==> config.mk <==
export PLATFORM = sky130hd
export DESIGN_NAME = sender_mem_ctrl
export DESIGN_NICKNAME = d
export VERILOG_FILES = /design/src/rtl/sender_mem_ctrl_pkg.sv /design/src/rtl/sender_tx_buffer.sv /design/src/rtl/sender_mem_ctrl.sv
export SDC_FILE = /design/constraint.sdc
export NUM_CORES = 1
export LEC_CHECK = 0
export CORE_MARGIN = 2
export CORE_UTILIZATION = 30
export CTS_BUF_LIST = sky130_fd_sc_hd__clkbuf_4 sky130_fd_sc_hd__clkbuf_8
export CTS_CLUSTER_DIAMETER = 30
export DETAILED_ROUTE_END_ITERATION = 6
export GPL_TIMING_DRIVEN = 0
export PLACE_DENSITY_LB_ADDON = 0.08
export SLEW_MARGIN = 30
export SYNTH_ARGS = -nofsm -noshare
export SYNTH_HDL_FRONTEND = slang
export SYNTH_SLANG_ARGS = --single-unit
==> constraint.sdc <==
create_clock -name clk -period 5 [get_ports clk]
set_input_delay 0.75 -clock clk [delete_from_list [all_inputs] [get_ports clk]]
set_output_delay 0.75 -clock clk [all_outputs]
set_load 0.02 [all_outputs]
==> src/rtl/sender_mem_ctrl_pkg.sv <==
// sender_mem_ctrl_pkg: shared widths, burst limits and FSM state encoding for the sender memory scheduler
package sender_mem_ctrl_pkg;
  localparam int ADDR_W = 4;
  localparam int DATA_W = 16;
  localparam int CNT_W = 5;
  localparam int MAX_BURST = 16;
  localparam int ACCESS_CYCLES = 3;
  typedef enum logic [2:0] {
    IDLE, RD_ISSUE, RD_WAIT, RD_CAP, WR_ISSUE, WR_WAIT, WR_DONE
  } state_t;
endpackage

==> src/rtl/sender_tx_buffer.sv <==
// sender_tx_buffer: one-word TxData/TxValid holding register with valid/ready drain
module sender_tx_buffer #(
  parameter int DATA_W = sender_mem_ctrl_pkg::DATA_W
) (
  input  logic              clk,
  input  logic              rst,
  input  logic              load,
  input  logic [DATA_W-1:0] load_data,
  input  logic              tx_ready,
  output logic [DATA_W-1:0] tx_data,
  output logic              tx_valid,
  output logic              empty,
  output logic              xfer
);
  logic [DATA_W-1:0] data_q, data_d;
  logic              valid_q, valid_d;
  // empty also covers a word leaving on this edge, so the next read can start without a bubble
  always_comb begin
    xfer    = valid_q && tx_ready;
    empty   = !valid_q || tx_ready;
    valid_d = load ? 1'b1 : (xfer ? 1'b0 : valid_q);
    data_d  = load ? load_data : data_q;
  end
  always_ff @(posedge clk or posedge rst) begin
    if (rst) begin
      data_q  <= '0;
      valid_q <= 1'b0;
    end else begin
      data_q  <= data_d;
      valid_q <= valid_d;
    end
  end
  assign tx_data  = data_q;
  assign tx_valid = valid_q;
endmodule

==> src/rtl/sender_mem_ctrl.sv <==
// sender_mem_ctrl: schedules host writes and burst reads onto the 16x16 sender memory
module sender_mem_ctrl #(
  parameter int ADDR_W = sender_mem_ctrl_pkg::ADDR_W,
  parameter int DATA_W = sender_mem_ctrl_pkg::DATA_W,
  parameter int CNT_W  = sender_mem_ctrl_pkg::CNT_W
) (
  input  logic              clk,
  input  logic              rst,
  input  logic              HostReq,
  input  logic [ADDR_W-1:0] HostAddr,
  input  logic [DATA_W-1:0] HostData,
  output logic              HostAck,
  input  logic              Send,
  input  logic [ADDR_W-1:0] StartAddr,
  input  logic [CNT_W-1:0]  Count,
  output logic              Busy,
  output logic              Done,
  output logic [DATA_W-1:0] TxData,
  output logic              TxValid,
  input  logic              TxReady,
  output logic [ADDR_W-1:0] MemAddr,
  output logic [DATA_W-1:0] MemDataIn,
  output logic              MemReadEnable,
  output logic              MemWriteEnable,
  input  logic [DATA_W-1:0] MemDataOut
);
  import sender_mem_ctrl_pkg::*;
  localparam logic [CNT_W-1:0] MAX_CNT = CNT_W'(MAX_BURST);
  state_t            state_q, state_d;
  logic [ADDR_W-1:0] cur_addr_q, cur_addr_d, maddr_q, maddr_d;
  logic [CNT_W-1:0]  rem_q, rem_d, cnt_clamped;
  logic [DATA_W-1:0] mdin_q, mdin_d;
  logic              busy_q, busy_d, done_q, done_d, ack_q, ack_d;
  logic              re_q, re_d, we_q, we_d;
  logic              load, tx_empty, tx_xfer, send_acc;
  sender_tx_buffer #(.DATA_W(DATA_W)) u_tx (
    .clk(clk), .rst(rst), .load(load), .load_data(MemDataOut), .tx_ready(TxReady),
    .tx_data(TxData), .tx_valid(TxValid), .empty(tx_empty), .xfer(tx_xfer)
  );
  always_comb begin
    state_d     = state_q;
    cur_addr_d  = cur_addr_q;
    rem_d       = rem_q;
    maddr_d     = maddr_q;
    mdin_d      = mdin_q;
    busy_d      = busy_q;
    done_d      = 1'b0;
    ack_d       = 1'b0;
    re_d        = re_q;
    we_d        = we_q;
    load        = 1'b0;
    send_acc    = Send && !busy_q;
    cnt_clamped = (Count > MAX_CNT) ? MAX_CNT : Count;
    if (send_acc) begin
      cur_addr_d = StartAddr;
      rem_d      = cnt_clamped;
      busy_d     = cnt_clamped != '0;
      done_d     = cnt_clamped == '0;
    end
    // remaining hits zero when the last word is loaded, so its transfer ends the burst
    if (busy_q && rem_q == '0 && tx_xfer) begin
      busy_d = 1'b0;
      done_d = 1'b1;
    end
    case (state_q)
      IDLE: begin
        if (HostReq) begin
          state_d = WR_ISSUE;
          we_d    = 1'b1;
          maddr_d = HostAddr;
          mdin_d  = HostData;
        end else if (busy_q && rem_q != '0 && tx_empty) begin
          state_d = RD_ISSUE;
          re_d    = 1'b1;
          maddr_d = cur_addr_q;
        end
      end
      RD_ISSUE: state_d = RD_WAIT;
      RD_WAIT: begin
        state_d = RD_CAP;
        re_d    = 1'b0;
      end
      RD_CAP: begin
        state_d    = IDLE;
        load       = 1'b1;
        cur_addr_d = cur_addr_q + ADDR_W'(1);
        rem_d      = rem_q - CNT_W'(1);
      end
      WR_ISSUE: state_d = WR_WAIT;
      WR_WAIT: begin
        state_d = WR_DONE;
        we_d    = 1'b0;
        ack_d   = 1'b1;
      end
      WR_DONE: state_d = IDLE;
      default: state_d = IDLE;
    endcase
  end
  always_ff @(posedge clk or posedge rst) begin
    if (rst) begin
      state_q    <= IDLE;
      cur_addr_q <= '0;
      rem_q      <= '0;
      maddr_q    <= '0;
      mdin_q     <= '0;
      busy_q     <= 1'b0;
      done_q     <= 1'b0;
      ack_q      <= 1'b0;
      re_q       <= 1'b0;
      we_q       <= 1'b0;
    end else begin
      state_q    <= state_d;
      cur_addr_q <= cur_addr_d;
      rem_q      <= rem_d;
      maddr_q    <= maddr_d;
      mdin_q     <= mdin_d;
      busy_q     <= busy_d;
      done_q     <= done_d;
      ack_q      <= ack_d;
      re_q       <= re_d;
      we_q       <= we_d;
    end
  end
  assign HostAck        = ack_q;
  assign Busy           = busy_q;
  assign Done           = done_q;
  assign MemAddr        = maddr_q;
  assign MemDataIn      = mdin_q;
  assign MemReadEnable  = re_q;
  assign MemWriteEnable = we_q;
endmodule

### After elaboration in Yosys (flattened, before gate mapping)

Index checks and enable logic that the tools add are counted.

| word-level totals | value |
|---|---|
| output and inout port bits | 42 |
| ROM bits | 0 |
| memory bits (writable) | 0 |
| memories kept | 0 |
| bits of input ports | 50 |
| bits in latches | 0 |
| register bits after elaboration | 54 |
| word-level logic and storage cells | 71 |

| operators by class | value |
|---|---|
| shifts and indexed selects | 0 |
| divide/modulo/power cells | 0 |
| $lt $le $gt $ge | 1 |
| add/subtract/negate cells | 2 |
| bitwise logic cells | 0 |
| reduce and logical (&&, ||, !) cells | 24 |
| equality and inequality tests | 9 |
| mux-type cells | 23 |
| multipliers | 0 |

Operators with widths:

| cell | number |
|---|---|
| 2-to-1 mux 4 bit | 4 |
| 2-to-1 mux 5 bit | 3 |
| one-hot mux 3 bit (5 select lines) | 1 |
| nonzero test 2 bit | 6 |
| 2-to-1 mux 1 bit | 11 |
| zero test 5 bit | 2 |
| nonzero test 5 bit | 2 |
| == test 3 x 2 -> 1 bit, second input constant | 2 |
| == test 3 bit, second input constant | 2 |
| logical AND 1 bit | 6 |
| 2-to-1 mux 3 bit | 2 |
| inequality test 2 bit, second input constant | 3 |
| AND reduction 2 bit | 3 |
| greater-than comparator 5 bit, second input constant | 1 |
| subtractor 5 x 1 -> 5 bit, second input constant | 1 |
| adder 4 x 1 -> 4 bit, second input constant | 1 |
| one-hot mux 1 bit (2 select lines) | 2 |
| == test 3 x 1 -> 1 bit, second input constant | 1 |
| zero test 3 bit | 1 |
| inequality test 3 bit, second input constant | 1 |
| AND reduction 3 bit | 1 |
| zero test 1 bit | 2 |
| logical OR 1 bit | 1 |

### Logic depth before layout (Yosys ltp)

| depth | value |
|---|---|
| depth in word-level cells | 6 |
| gate-level depth with buffers | 6 |
| depth with buffers taken out | 6 |

### Modules after synthesis

A second synthesis with hierarchy kept.

| second synthesis, totals | value |
|---|---|
| cells, all modules | 225 |
| area total of the unflattened synthesis | 2411.1 sq um |

Modules (own cells, without submodules):

| module | cells each | area each (sq um) | instances | seq. area each (sq um) |
|---|---|---|---|---|
| sender_mem_ctrl | 186 | 1717.9 | 1 | 925.9 |
| sender_tx_buffer | 39 | 693.2 | 1 | 425.4 |

### Worst setup path before layout

No wires, ideal clock.

| timing | value |
|---|---|
| path kind | flip-flop to flip-flop |
| from | register rem_q[0] |
| to | register state_q[0] |
| data arrival time | 1485 ps |
| period minus slack after synthesis | 1609 ps |
| cell stages (with the launch flop) | 7 |
| slack | 3391 ps |
| setup time | 124 ps |
| buffers on the path | 0 |
| required time | 4876 ps |
| cell sequence | dfrtp_1 -> inv_1 -> ha_1 -> or4b_4 -> nand3_4 -> nor2_2 -> o31a_1 |

| on the way | value |
|---|---|
| cells in the longest elaborated chain, start to end | 4 |

RTL lines:

| what | RTL line | source |
|---|---|---|
| start: declaration | sender_mem_ctrl.sv:31 | `logic [CNT_W-1:0] rem_q, rem_d, cnt_clamped;` |
| start signal: assignment | sender_mem_ctrl.sv:114 | `rem_q <= rem_d;` |
| nonzero test 5 bit | sender_mem_ctrl.sv:72 | `end else if (busy_q && rem_q != '0 && tx_empty) begin` |
| logical AND 1 bit (2 in series) | sender_mem_ctrl.sv:72 |  |
| inequality test 3 bit (no source line) | -- |  |
| end signal: assignment | sender_mem_ctrl.sv:112 | `state_q <= state_d;` |
| end: declaration | sender_mem_ctrl.sv:29 | `state_t state_q, state_d;` |

No other way between the ends.
A chain may end at the register's enable or synchronous reset.

### Final worst setup path

| timing | value |
|---|---|
| from | register busy_q, in the netlist Busy |
| to | output port Busy |

RTL lines:

| what | RTL line | source |
|---|---|---|
| start: declaration | sender_mem_ctrl.sv:33 | `logic busy_q, busy_d, done_q, done_d, ack_q, ack_d;` |
| start signal: assignment | sender_mem_ctrl.sv:117 | `busy_q <= busy_d;` |
| end: declaration | sender_mem_ctrl.sv:16 | `output logic Busy,` |

No word-level cell between the ends.

==> results.txt <==
Fmax: 0.458 GHz
Syn nets: 276
Post-synth EDFFs: 0
Syn_area_per_cell: 10.6 µm²
Starting Density: 30.9%
Cell taking the most area after synthesis: dfrtp_1
Status: finished, final reports clean
Critical path peak fanout: 6
Antenna diodes: 0
Peak supply drop: 0.000251 V
First-pass GRT wire length: 9470 µm
Ys Warns: 0
Hold depth: 2
Clock root cell: clkbuf_8
CTS buffer count: 5
Total core area: 7690 µm²
Final Non-Filler Cells: 425
Final setup viols: 0
Critical path type: reg -> out
Area grow syn2layout: 49.4%
Final hold violations: 0
CTS sink cnt: 54
Final WS setup: 2.82 ns
Initial antenna violation count: 0
Async SR Flop Fraction: 100%
WP data required: 4.25 ns
Primary FF master, synth: dfrtp_1
Mapped Cells: 224
Pwr Density: 616 nW/µm²
Setup crit start kind: register
Cell Area, Synth: 2370 µm²
Worst hold slack: 0.479 ns
Post-CTS sizing: 0
CTS tree: built
Ratio of cells with drive above 1 in the final layout: 8.36%
Number of max-cap violations: 0
# Post-CTS Setup Buffers: 0
GRT Total Usage: 13.7%
CP peak stage delay: 0.66 ns
Average wire per standard cell: 13.2 µm
Fillers: 726
Final HPWL DP: 4040 µm
Via count: 1945
Grt ovf: 0
Yosys cell types: 39
Crit-path cells: clkdlybuf4s50_1
Unrepaired setup endpoints after global routing: false
Row cnt: 32
# IOs: 92
Worst R2R Start: rem_q[0]
Largest net degree at the start of global routing: 40
H-tree levels: 2
Via/cell ratio: 4.58
Post-CTS Hold Buffers: 0
#FFs+latches synth: 54
First-pass iteration count of the detailed router: 4
DRC errors left: 0
Cell family with most CP delay: buffers and inverters
Clock transition at path regs: 0.10 ns
Critical Path Sink Type: output pin
Vias in the first global route: 1959
Critical path depth: 1
Clk Latency, worst-skew pair: 0.30 ns
CP max stage cell: clkdlybuf4s50_1
Final Max Slew Viols: 0
Nets: 375
Pleak: 1.54 nW
Buffer levels on the longest clock path: 2
Ranking of synthesized cells by area: dfrtp_1, nand2_1, mux2_1
WP buf/inv: 1
Min Clock Period, post-route: 2.18 ns
Port Buf Inserts: 91
Register area: 1350 µm²
Crit path from: Busy
Iter 0 DRT Violations: 118
Footprint of the multi-input gates: 940 µm²
Die width: 93.0 µm
Routed Antenna Nets: 0
Slew headroom: 70.6%
Dpl ws: 2.73 ns
GPL Wtd Cong: 0.752
Critical path arrival: 1.43 ns
Sequential fraction of the synthesis area: 56.9%
Reg2Reg Depth: 6
Total die area: 8640 µm²
DP Cell Count: 418
Synth top area share: 56.9%
Die Height: 93.0 µm
Layout Skew: 0.00649 ns
Final period utilization: 43.7%
Setup tns final: 0 ns
Min-delay worst type: reg -> reg
Drt total wl: 5620 µm
Total power: 2.19 mW
Worst Tran Pin Value: 0.441 ns
Hold path startpoint: u_tx.tx_data[15]
-- per-layer routing --
layer	vias up	routed length, µm	GRT usage, %
met3	4	432	4.15
met5	-	0	0
met2	72	2600	22.3
met4	0	40	2.94
li1	961	-	-
met1	908	2550	18.1
-- state kept, by name (all words and copies together) (netlist names) --
register	flops
cur_addr_q	4
Done	1
u_tx.tx_valid	1
state_q	3
Busy	1
rem_q	5
u_tx.tx_data	16
MemDataIn	16
MemReadEnable	1
MemWriteEnable	1
HostAck	1
MemAddr	4
-- Yosys cell counts, types with 3 or more instances --
| cell | n |
|---|---|
| dfrtp_1 | 54 |
| o21ai_0 | 4 |
| nand2b_1 | 5 |
| a211oi_1 | 3 |
| nor2_1 | 13 |
| nand3_1 | 3 |
| nand2_1 | 58 |
| nor2b_1 | 5 |
| o21ai_1 | 7 |
| mux2_1 | 15 |
| inv_1 | 6 |
| nand3b_1 | 5 |
| buf_2 | 9 |
| a222oi_1 | 4 |
| a21oi_1 | 5 |
-- final cells by class --
cell class | count | area share, %
flip-flops and latches | 54 | 38.1
multi-input cells | 153 | 26.5
repair buffers | 92 | 26.2
well taps | 102 | 3.60
clock buffers | 6 | 2.33
plain buffers | 11 | 1.69
clock inverters | 1 | 0.847
inverters | 6 | 0.705
-- power by group --
group / switching (mW) / total (mW) / leakage, nW / internal, mW
registers: 0.130 / 0.780 / 0.650 / 0.650
logic: 0.558 / 1.11 / 0.832 / 0.549
clock network: 0.139 / 0.299 / 0.0573 / 0.160
total: 0.827 / 2.19 / 1.54 / 1.36
-- per-stage QoR --
step / instance area [µm²] / util, %
detailed placement: 3430 / 44.7
floorplan: 2370 / -
finish: 3550 / 46.1
global placement: 3410 / 44.4
global route: 3550 / 46.1
CTS: 3550 / 46.1
-- path summary, 6_finish.rpt --
kind / to / slack [ns]
max in group asynchronous: MemAddr[0] / 3.81
hold / removal: u_tx.tx_data[15] / 0.48
setup reg to reg: state_q[0] / 3.27
hold reg to reg: u_tx.tx_data[15] / 0.48
min in group asynchronous: MemDataIn[2] / 0.71
setup / recovery: Busy / 2.82
-- cell usage in the layout (no fill, tap or decap), types with 4 or more instances in the layout --
| cell | n |
|---|---|
| nand2b_1 | 5 |
| o21ai_0 | 4 |
| mux2_1 | 15 |
| nor2_1 | 13 |
| nand3b_1 | 5 |
| buf_2 | 9 |
| clkdlybuf4s50_1 | 91 |
| inv_1 | 5 |
| dfrtp_1 | 54 |
| a21oi_1 | 5 |
| nand2_1 | 58 |
| clkbuf_8 | 6 |
| nor2b_1 | 5 |
| o21ai_1 | 7 |
| a222oi_1 | 4 |
-- cells by family (layout without fill, tap and decap cells) --
group                    count (synthesis)  count (layout)  synth area share [%]
AND/OR/NAND/NOR                        102             102                  21.4
flip-flops                              54              54                  56.9
AO/OA/AOI/OAI                           33              33                  9.59
buffers and inverters                   17             116                  3.48
multiplexers                            16              16                  7.59
adder cells (fa/ha/maj)                  2               2                  1.05
Power figures use the tool's default switching activity.
==> edit: new RTL, config.mk and constraints unchanged <==
`MAX_BURST`: 16 -> 12.
--- a/src/rtl/sender_mem_ctrl_pkg.sv
+++ b/src/rtl/sender_mem_ctrl_pkg.sv
@@ -5,3 +5,3 @@
   localparam int CNT_W = 5;
-  localparam int MAX_BURST = 16;
+  localparam int MAX_BURST = 12;
   localparam int ACCESS_CYCLES = 3;
Check against the original RTL: same outputs for any inputs over 10 cycles, from zero or initial values and one cycle with rst high; that may be too few to reach the edited logic, so the function may still have changed.
==> edit against the unedited design <==
  * Worst setup slack improved by 1.8 ps
  * Synthesized area down 0.11%
  * Final area hardly changed
  * Wire length is 3.9% lower
  * Sequential cell count unchanged
  * Count of clock-buffer cells in the layout is 1 higher
  * Clock skew down 0.89 ps
  * Power fell by 0.26%
  * Critical path type unchanged
==> edit: results (changes against the unedited design) <==
| Metric | Value |
|---|---|
| Status | complete, no violations (unchanged) |
| Compound-cell area share of the yosys netlist | 9.499% (was 9.594%) |
| Net switching share of the total power | 36.71% (was 37.84%) |
| Gr usage total | 12.53% (was 13.73%) |
| Skew-Pair Late Insertion Delay | 300 ps (about the same) |
| Layout cell share with drive strength beyond 1 | 8.362% (was 8.359%) |
| Largest net degree at the start of global routing | 29 (was 40) |
| Post-synthesis adder-cell area fraction | 1.583% (was 1.054%) |
| Leakage power | 1.488 nW (was 1.539 nW) |
| Hold Path Class | reg2reg (unchanged) |
| Filler Cells Inserted | 747 (was 726) |
| Hold path start | MemDataIn[12] (was u_tx.tx_data[15]) |
| Ranking of synthesized cells by area | dfrtp_1, mux2_1, o21ai_1, nand2_1, nor2_1 (was dfrtp_1, nand2_1, mux2_1, nor2_1, buf_2) |
| Initial detailed-routing violation count | 76 (was 118) |
| Most frequent cells after synthesis | dfrtp_1, mux2_1, nand2_1, nor2_1, o21ai_1 (was nand2_1, dfrtp_1, mux2_1) |
| Wire per inst | 13.87 um (was 13.22 um) |
| Mux cell area share after synthesis | 15.62% (was 7.591%) |
| FF-to-FF setup slack | 3300 ps (was 3270 ps) |
| Clk_skew | 5.606 ps (was 6.493 ps) |
| Slew headroom | 64.38% (was 70.57%) |
| Via density | 4.604 (was 4.576) |
| Sequential cell area fraction in the yosys report | 56.99% (was 56.93%) |
| Dpl cells | 381 (was 418) |
| Number of nets in the layout | 339 (was 375) |
| Crit Reg-Reg Endpoint | state_q[0] (unchanged) |
| Peak VDD IR | 212.9 uV (was 251.3 uV) |
| Distinct cells, synth | 42 (was 39) |
| Syn avg cell area | 12.68 sq um (was 10.60 sq um) |
[edit: final cells by class]
class,instances,area share (%)
Clock inverter,1,0.8469
Buffer,7,1.588
Clock buffer,7,2.364
Timing Repair Buffer,92,26.25
Inverter,7,0.8116
Multi-Input combinational cell,119,26.43
Sequential cell,54,38.11
Tap cell,102,3.599
[edit: kinds of logic after synthesis]
group	count (synthesis)
compound gates	33
buf+inv	14
simple gates	50
fa+ha+maj	3
flops	54
mux	33
[edit: power groups by stage]
stage	registers, mW	clock network, mW	logic [mW]
CTS	0.788	0.316	1.12
detailed placement	0.799	0	1.11
finish	0.786	0.299	1.10
global route	0.816	0.333	1.19
global placement	0.792	0	1.10
floorplan	0.989	0	0.426
[edit: metal layers]
layer | wire, um | global-route usage (%) | vias up
met5 | 0 | 0 | -
met4 | 27 | 2.941 | 0
met1 | 2460 | 16.21 | 866
met2 | 2628 | 21.20 | 51
li1 | - | - | 872
met3 | 281 | 3.011 | 2
[edit: per-stage QoR]
step / worst slack, ps / cell area [sq um]
global route: 2765 / 3546
floorplan: 2935 / 2371
global placement: 1797 / 3410
detailed placement: 2652 / 3432
CTS: 2803 / 3546
finish: 2819 / 3546
[edit: worst min-delay path by stage]
stage / slack [ps] / to / cells after the start
floorplan: 480 / cur_addr_q[3] / 2
global placement: 470 / MemDataIn[2] / 1
detailed placement: 480 / MemDataIn[11] / 1
CTS: 500 / MemDataIn[1] / 1
global route: 510 / MemDataIn[8] / 1
finish: 490 / MemDataIn[12] / 1
